--- config.mk ---
export PLATFORM = sky130hd
export DESIGN_NAME = p_dec_3x8_buf
export DESIGN_NICKNAME = d
export VERILOG_FILES = /design/src/rtl/p_dec_3x8_buf.sv
export SDC_FILE = /design/constraint.sdc
export NUM_CORES = 1
export LEC_CHECK = 0
export BUFFER_PORTS_ARGS = -buffer_cell sky130_fd_sc_hd__buf_2
export CAP_MARGIN = 20
export CORE_UTILIZATION = 60
export CTS_BUF_LIST = sky130_fd_sc_hd__clkbuf_4 sky130_fd_sc_hd__clkbuf_8 sky130_fd_sc_hd__clkbuf_16
export CTS_CLUSTER_SIZE = 12
export DETAILED_ROUTE_END_ITERATION = 8
export GPL_ROUTABILITY_DRIVEN = 0
export PLACE_DENSITY = 0.83
export SYNTH_ARGS = -nofsm -noshare
export SYNTH_HDL_FRONTEND = slang
export SYNTH_SLANG_ARGS = --single-unit
--- constraint.sdc ---
create_clock -name clk -period 4.2 [get_ports clk]
set_clock_uncertainty 0.15 [all_clocks]
set_input_delay 1.26 -clock clk [delete_from_list [all_inputs] [get_ports clk]]
set_output_delay 1.26 -clock clk [all_outputs]
set_load 0.02 [all_outputs]
--- src/rtl/p_dec_3x8_buf.sv ---
// rtl/p_dec_3x8_buf.sv - buffered 3-to-8 decoder with output register and code FIFO
// Codes queue behind a registered one-hot output that is held until the consumer acks it.
module p_dec_3x8_buf #(
   parameter int DEPTH = 4,
   parameter int LW    = 3
) (
   input  logic          clk,
   input  logic          rst_n,
   input  logic [2:0]    Q,
   input  logic          v,
   output logic          rdy,
   output logic [7:0]    D,
   output logic          D_v,
   input  logic          ack,
   output logic [LW-1:0] lvl,
   output logic          ovf
);

   localparam int AW = $clog2(DEPTH);
   localparam int PW = AW + 1;

   typedef enum logic {EMPTY, SHOW} state_t;

   state_t        state, state_nx;
   logic [7:0]    d_q, d_nx;
   logic [2:0]    mem [DEPTH];
   logic [PW-1:0] wp, rp;
   logic [LW-1:0] lvl_q, lvl_nx;
   logic          ovf_q;
   logic          full, empty, accept, take, push, pop, drain;

   assign empty  = (wp == rp);
   assign full   = (wp[PW-1] != rp[PW-1]) && (wp[AW-1:0] == rp[AW-1:0]);
   // rdy depends on registered pointers only, so a same-cycle ack never frees room for Q
   assign accept = v && !full;
   assign take   = (state == EMPTY) || ack;
   assign drain  = (state == SHOW) && ack;

   always_comb begin
      state_nx = state;
      d_nx     = d_q;
      push     = 1'b0;
      pop      = 1'b0;
      if (take) begin
         if (!empty) begin
            state_nx = SHOW;
            d_nx     = 8'h01 << mem[rp[AW-1:0]];
            pop      = 1'b1;
            push     = accept;
         end else if (accept) begin
            state_nx = SHOW;
            d_nx     = 8'h01 << Q;
         end else begin
            state_nx = EMPTY;
            d_nx     = 8'h00;
         end
      end else begin
         push = accept;
      end
   end

   always_comb begin
      lvl_nx = lvl_q;
      case ({accept, drain})
         2'b10:   lvl_nx = lvl_q + LW'(1);
         2'b01:   lvl_nx = lvl_q - LW'(1);
         default: lvl_nx = lvl_q;
      endcase
   end

   always_ff @(posedge clk) begin
      if (!rst_n) begin
         state <= EMPTY;
         d_q   <= 8'h00;
         wp    <= '0;
         rp    <= '0;
         lvl_q <= '0;
         ovf_q <= 1'b0;
      end else begin
         state <= state_nx;
         d_q   <= d_nx;
         lvl_q <= lvl_nx;
         ovf_q <= ovf_q | (v && full);
         if (push) wp <= wp + PW'(1);
         if (pop)  rp <= rp + PW'(1);
      end
   end

   always_ff @(posedge clk) begin
      if (push) mem[wp[AW-1:0]] <= Q;
   end

   assign rdy = !full;
   assign D   = d_q;
   assign D_v = (state == SHOW);
   assign lvl = lvl_q;
   assign ovf = ovf_q;

endmodule

---- Yosys cells after proc, flatten, opt, wreduce, memory -nomap -nowiden ----
Memory sizes are Yosys's and may differ from the RTL's. A register that Yosys moved wholly into a read port is not among the register bits.
Index checks and enable logic that the tools add are counted.
word-level totals
  RAM bits ................................ 12
  bits of input ports ..................... 7
  memories kept ........................... 1
  register bits after elaboration ......... 19
memories
  name  depth  width  rd ports  clocked after Yosys merged registers in  wr ports  line  text
  mem   4      3      1         1                                        1         26    logic [2:0] mem [DEPTH];
operators by class
  shift operators ......................... 2
  multiplexer cells ....................... 13
  bitwise gates (word level) .............. 2
  reductions and logical operators ........ 7
  add/subtract/negate cells ............... 4
  equality and inequality tests ........... 5
operators with widths
  kind                                                  number
  2-to-1 mux 8 bit                                      2
  left shift 1 x 3 -> 8 bit (first input constant)      2
  adder 3 x 1 -> 3 bit (second input constant)          3
  2-to-1 mux 1 bit                                      8
  case mux 3 bit (2 select lines)                       1
  logical AND 1 bit                                     4
  2-to-1 mux 2 bit                                      2
  equality test 3 bit                                   1
  subtractor 3 x 1 -> 3 bit (second input constant)     1
  equality test 2 x 1 -> 1 bit (second input constant)  1
  equality test 2 bit                                   1
  equality test 2 bit (second input constant)           1
  nonzero test 2 bit                                    1
  logical NOT 1 bit                                     1
  logical OR 1 bit                                      1
  != test 1 bit                                         1
  NOT 1 bit                                             1
  OR 1 bit                                              1

---- Longest topological paths before layout ----
Gate-level depths: netlist of the first run.
  depth after elaboration ................. 8
  gate-level depth with buffers ........... 8
  gate-level depth less buffers ........... 8

---- Worst setup path before layout of the first run ----
OpenSTA, ideal clock, no wires.
  kind .................................... input -> register
  from .................................... input v
  to ...................................... register lvl_q[2] (netlist: lvl[2])
  cell stages on the path ................. 8
  path buffers ............................ 1
  slack ................................... 1.249 ns
  library setup time ...................... 0.071 ns
  arrival ................................. 2.730 ns
  data required time ...................... 3.979 ns
  path through ............................ clkbuf_1 o31ai_1 ha_1 inv_1 fa_1 xor2_1 or3_1 a21oi_1
on the way
  cells in the longest elaborated chain, start to end .. 3
  elaborated cells between the ends (all ways) .. 5
  classes of those cells .................. eq/ne: 2; mux: 1; reduce/logical: 2
RTL lines
  element                                                                       line  text
  start, declared                                                               10    input logic v,
  logical AND 1 bit (*)                                                         35    assign accept = v && !full;
  equality test 2 x 1 -> 1 bit / equality test 2 bit (equally long branches)    64    case ({accept, drain})
  case mux 3 bit (2 select lines) / nonzero test 2 bit (equally long branches)  -
  end signal, assigned                                                          82    lvl_q <= lvl_nx;
  end, declared                                                                 28    logic [LW-1:0] lvl_q, lvl_nx;
Every way passes the cells marked *; elsewhere a longest branch is shown, timed or not.
A chain may end at the register's enable or synchronous reset.

---- Final worst setup path of the first run ----
  from .................................... register wp[1]
  to ...................................... output rdy
on the way
  cells in the longest elaborated chain, start to end .. 3
RTL lines
  element                 line  text
  start, declared         27    logic [PW-1:0] wp, rp;
  start signal, assigned  84    if (push) wp <= wp + PW'(1);
  equality test 2 bit     33    assign full = (wp[PW-1] != rp[PW-1]) && (wp[AW-1:0] == rp[AW-1:0]);
  logical AND 1 bit       33
  logical NOT 1 bit       93    assign rdy = !full;
  end, declared           11    output logic rdy,
No other way between the ends.

==> metrics.md, run 1 <==
| Metric | Value |
|---|---|
| Count leader, synth | dfxtp_1 |
| Die Span X | about 53 µm |
| Setup crit start kind | register |
| RSZ-0062 raised after global routing | no |
| Net Sw Frac | 0.385 |
| Ys flop type | dfxtp_1 |
| FMAX | 0.327 GHz |
| Num CTS Buffers | 5 |
| CTS sink count | 33 |
| Max_slew headroom | 0.638 |
| Logic pwr share | 0.374 |
| Lkg Pwr | approximately 0.75 nW |
| Final hold violation count | 0 |
| Clk buf depth | 2 |
| # diodes | 0 |
| WP data required | between 2 and 3 ns |
| Leading area contributor after synthesis | dfxtp_1 |
| Number of remaining DRC errors | 0 |
| Post-Syn Nets | 154 |
| Hold Buf Count CTS | 0 |
| Ports | 21 |
| Post-Layout Cell Count | between 150 and 200 |
| Antenna violations before repair | 0 |
| Hold WS | around 0.33 ns |
| CTS tree | done |
| Pre-CTS setup slack | around 1.1 ns |
| Crit path max fanout | 6 |
| Total global routing overflow | 0 |
| Post-synth top area share | 0.266 |
| PwrDens | ~550 mW/mm² |
| CP max-delay cell | xor2_1 |
| Post-CTS Setup Bufs | 0 |
| Clk pwr share | 0.183 |
| Placed Instances | roughly 190 |
| Post-Synth Adder-Cell Area | 0.0602 |
| Synth Instances | 140 |
| Die area | ~0.0028 mm² |
| IO Port Bufs | 20 |
| Compound-Gate Fraction of Synth Area | 0.114 |
| VDD IR max | 0.390 mV |
| Largest net degree at the start of global routing | 13 |
| Overall power | about 960 µW |
| Synth unique cells | 37 |
| CTS root buf | clkbuf_4 |
| Slew Viols, Final | 0 |
| Netlist Area Pre-Place | 0.00158 mm² |
| Hpwl dp | approximately 2300 µm |
| Post-CTS sizing | 0 |
| First-pass GRT wire length | 4560 µm |
| CP cell instances | xor2_1 -> nor3_1 -> inv_1 -> buf_2 |
| H-tree Lvls | 2 |
| Synth Area in XOR/XNOR | 0.0491 |
| EDFF count, synth | 12 |
| Dpl cell area | 0.00170 mm² |
| Post-route cell area | about 0.0018 mm² |
| Drt total wl | slightly above 3000 µm |
| DRT Pass-1 Iters | 4 |
| DR WL/cell | 15.8 µm |
| Largest cells by area after synthesis | dfxtp_1 27%, edfxtp_1 23%, ha_1 4.8% |
| Vias in the first global route | ~1000 |
| Ratio of cells with drive above 1 in the final layout | 0.232 |
| Nets | 177 |
| Via count | ~1200 |
| Async SR Flop Fraction | 0 |
| Commonest cells post-synth | 21 x dfxtp_1, 12 x edfxtp_1, 12 x nor2_1 |
| Placeable Area | 0.00248 mm² |
| Util after Layout | 0.708 |
| DIE HEIGHT | 53.3 µm |
| Starting Density | 0.638 |
| Actual slew at the worst max-slew pin | 0.541 ns |
| Post-Syn Area per Cell | roughly 11 µm² |
| Cell Rows | 18 |
| Sequential area share after synthesis | 0.494 |
| Setup CP Type | register to primary output |
| Area Overhead vs Synth | 11.0% |
| TNS Setup | 0 ns |
| Clk Latency, worst-skew pair | around 0.34 ns |
| Status | finished, final reports clean |
| Main combinational cell family by area after synthesis | simple AND/OR/NAND/NOR gates |
| Simple-gate area share of the yosys netlist | 0.185 |
| Detailed router's first-iteration violation count | 22 |
| Critical Path AT | roughly 1.7 ns |
| Via density | approximately 6.0 |
| Antenna Nets Post-Route | 0 |
| Seq pwr share | 0.443 |
| Max cap viols | 0 |
| Synth Warn # | 0 |
| Final min period | 3.06 ns |
| Fin crit share | 0.728 |
| Worst setup EP type | primary output |
| Net switching power | about 370 µW |
| Clock slew at reported path FFs | approximately 0.09 ns |
| Post-synthesis mux area share | 0.0618 |
| Total track usage | 0.241 |
| Internal cell power | 592 µW |
| Yosys reg bits | 33 |
| Setup violators final | 0 |
| Crit-path max cell delay | between 0.4 and 0.5 ns |
| Worst hold path class | register to register |
| Setup WS post-layout | around 1.1 ns |
final cells by class:
cell class              instances  area (µm²)
flip-flops and latches         33         781
multi-input cells              93         743
fillers                       185         723
repair buffers                 20         100
clock buffers                   6        45.0
inverters                      10        37.5
well taps                      30        37.5
clock inverters                 2        10.0
registers in the layout, indices dropped and copies added (netlist names), named ones only:
| name | cells |
|---|---|
| lvl | 3 |
| ovf | 1 |
| D_v | 1 |
| wp | 3 |
| D | 8 |
| rp | 3 |
| mem | 12 |
path summary, 6_finish.rpt:
| check | slack, ns | to | from | depth (start not counted) |
|---|---|---|---|---|
| max reg2reg | 1.58 | lvl[2] | wp[1] | 8 |
| max | 1.14 | rdy | wp[1] | 4 |
| min | 0.33 | ovf | ovf | 2 |
| min reg2reg | 0.33 | ovf | ovf | 2 |
layout by cell type, fill, tap and decap left out, types with 2 or more instances in the layout:
| cell type | Yosys | routed |
|---|---|---|
| dfxtp_1 | 21 | 21 |
| buf_2 | 0 | 20 |
| nor2_1 | 12 | 12 |
| edfxtp_1 | 12 | 12 |
| inv_1 | 10 | 10 |
| nor3_1 | 6 | 6 |
| and3_1 | 6 | 6 |
| a221o_1 | 6 | 6 |
| ha_1 | 6 | 6 |
| clkbuf_4 | 0 | 6 |
| nand2_1 | 5 | 5 |
| a21oi_1 | 5 | 5 |
| xor2_1 | 4 | 4 |
| nor2b_1 | 3 | 3 |
| a211o_1 | 3 | 3 |
| xnor2_1 | 3 | 3 |
| nand2b_1 | 3 | 3 |
| mux4_2 | 3 | 3 |
| o21ai_0 | 3 | 3 |
| mux2i_1 | 3 | 3 |
| and2_1 | 2 | 2 |
| nand3_1 | 2 | 2 |
| o311ai_2 | 2 | 2 |
| nor4_1 | 2 | 2 |
| nand4b_1 | 2 | 2 |
| clkinv_2 | 0 | 2 |
worst max-delay path, delay by kind of cell (launching register included):
family	cells	cell delay [ns]
xor gates and xnor gates	1	0.48
DFF	1	0.46
buffers and inverters	2	0.23
and+or+nand+nor	1	0.13
layer usage:
metal / vias to the layer above / routed length [µm] / track usage
li1: 566 / - / -
met1: 554 / 1310 / 0.268
met2: 27 / 1520 / 0.400
met3: 10 / 154 / 0.0920
met4: 0 / 85 / 0.114
met5: - / 0 / 0
logic make-up after synthesis:
kind of cell / after synthesis
and+or+nand+nor: 50
DFF: 33
AOI/OAI and AO/OA: 22
buffers and inverters: 14
xor gates and xnor gates: 8
adders and majority gates: 7
muxes: 6
power by group through the flow:
stage / combinational, mW / clock [mW] / sequential, mW
after floorplan: 0.258 / 0 / 0.450
after global placement: 0.342 / 0 / 0.430
after detailed placement: 0.360 / 0 / 0.434
after CTS: 0.361 / 0.175 / 0.426
after global routing: 0.400 / 0.187 / 0.433
final: 0.360 / 0.176 / 0.426
Note: power is estimated with default switching activity, not from simulation.
==> run 2: changes to the inputs <==
- CORE_UTILIZATION: 60 -> 50
- PLACE_DENSITY: 0.83 -> 0.73
- clock period: 4.2 -> 2.48 ns (I/O delays scaled with it)
==> metrics.md, run 2 (synthesized netlist as in run 1, its figures left out) <==
| Metric | Value |
|---|---|
| Status | finished, final reports clean |
| Clk buf depth | 2 |
| Cell Rows | 20 |
| Lkg Pwr | 0.789 nW |
| Ports | 21 |
| Critical Path AT | approximately 1.5 ns |
| Pre-CTS setup slack | between 0.02 and 0.03 ns |
| Most frequent cells in the layout | 21 x dfxtp_1, 20 x buf_2, 12 x nor2_1, 12 x edfxtp_1, 10 x inv_1 |
| Nets | 185 |
| Crit path max fanout | 5 |
| Largest net degree at the start of global routing | 13 |
| CTS sink count | 33 |
| Max reg flops | 12 |
| Placeable Area | between 0.003 and 0.004 mm² |
| Hold WS | between 0.3 and 0.4 ns |
| Hpwl dp | around 2400 µm |
| VDD IR max | between 0.4 and 0.5 mV |
| Num CTS Buffers | 5 |
| Setup crit start kind | register |
| CTS root buf | clkbuf_4 |
| H-tree Lvls | 2 |
| CTS tree | done |
| TNS Setup | 0 ns |
| Setup WS post-layout | 0.0978 ns |
| Clock slew at reported path FFs | approximately 0.1 ns |
| DRT Pass-1 Iters | 4 |
| Max_slew headroom | 0.706 |
| RSZ-0062 raised after global routing | no |
| Slew Viols, Final | 0 |
| First-pass GRT wire length | ~5000 µm |
| Starting Density | 0.522 |
| DIE HEIGHT | between 50 and 60 µm |
| Max cap viols | 0 |
| Antenna Nets Post-Route | 0 |
| Most common cell after layout, fill and taps aside | dfxtp_1 |
| DR WL/cell | 13.9 µm |
| Final hold violation count | 0 |
| Die Span X | 58.2 µm |
| Antenna violations before repair | 0 |
| FMAX | between 0.4 and 0.5 GHz |
| Worst setup EP type | primary output |
| IO Port Bufs | 20 |
| Clk Latency, worst-skew pair | 0.34 ns |
| Number of remaining DRC errors | 0 |
| Via count | between 1000 and 1500 |
| # diodes | 0 |
| Total track usage | 0.205 |
| Vias in the first global route | about 1100 |
| Die area | 0.00339 mm² |
| Actual slew at the worst max-slew pin | ~0.44 ns |
| Post-Layout Cell Count | between 200 and 250 |
| WP data required | around 1.6 ns |
| Post-CTS sizing | 1 |
| Overall power | 1.67 mW |
| Worst hold path class | register to register |
| Drt total wl | approximately 3000 µm |
| Via density | 5.40 |
| Placed Instances | roughly 210 |
| Setup violators final | 0 |
| Final min period | ~2.4 ns |
| Hold Buf Count CTS | 0 |
| Ratio of cells with drive above 1 in the final layout | 0.279 |
| Area Overhead vs Synth | 16.9% |
| Detailed router's first-iteration violation count | 63 |
| Post-CTS Setup Bufs | 0 |
| Setup CP Type | register to primary output |
| PwrDens | between 900 and 1000 mW/mm² |
| Fin crit share | 0.961 |
| Total global routing overflow | 0 |
run 2: cell types whose count changed in the layout (fill, tap and decap cells not counted), sizes merged:
cell	change
buf	+8
run 2: layout make-up:
type,instances,area (µm²)
Timing Repair Buffer,28,160
Multi-Input combinational cell,93,759
Inverter,10,37.5
Sequential cell,33,781
Clock inverter,2,10.0
Clock buffer,6,45.0
Tap cell,44,55.1
Fill cell,261,1180
run 2: final timing paths:
| check | start | to | slack [ns] | cells after the start |
|---|---|---|---|---|
| worst max-delay path | rp[1] | rdy | 0.1 | 5 |
| worst min register to register | ovf | ovf | 0.34 | 2 |
| worst max register to register | rp[1] | lvl[2] | 0.17 | 8 |
| worst min-delay path | ovf | ovf | 0.34 | 2 |
run 2: routing by layer:
layer / up-vias / GRT usage / share of wire
met5: - / 0 / 0
met4: 0 / 0.0714 / 0.022
met3: 8 / 0.0737 / 0.035
met2: 25 / 0.353 / 0.52
met1: 552 / 0.236 / 0.42
li1: 582 / - / -
run 2: where the power goes:
group	total (mW)	switching [mW]	internal [mW]	leakage [nW]
sequential	0.708	0.0576	0.651	0.280
combinational	0.667	0.397	0.270	0.474
clock	0.300	0.181	0.119	0.0354
run 2: worst max-delay path, cell delays in order (launching register included):
cell	delay, ns
dfxtp_1	0.37
xor2_1	0.19
buf_4	0.17
nor3_4	0.19
inv_1	0.06
buf_2	0.16
run 2: through the flow:
step / cell area, µm² / utilization
final: 1850 / 0.610
after global routing: 1850 / 0.610
after CTS: 1840 / 0.607
after detailed placement: 1780 / 0.587
after global placement: 1780 / 0.587
after floorplan: 1580 / -
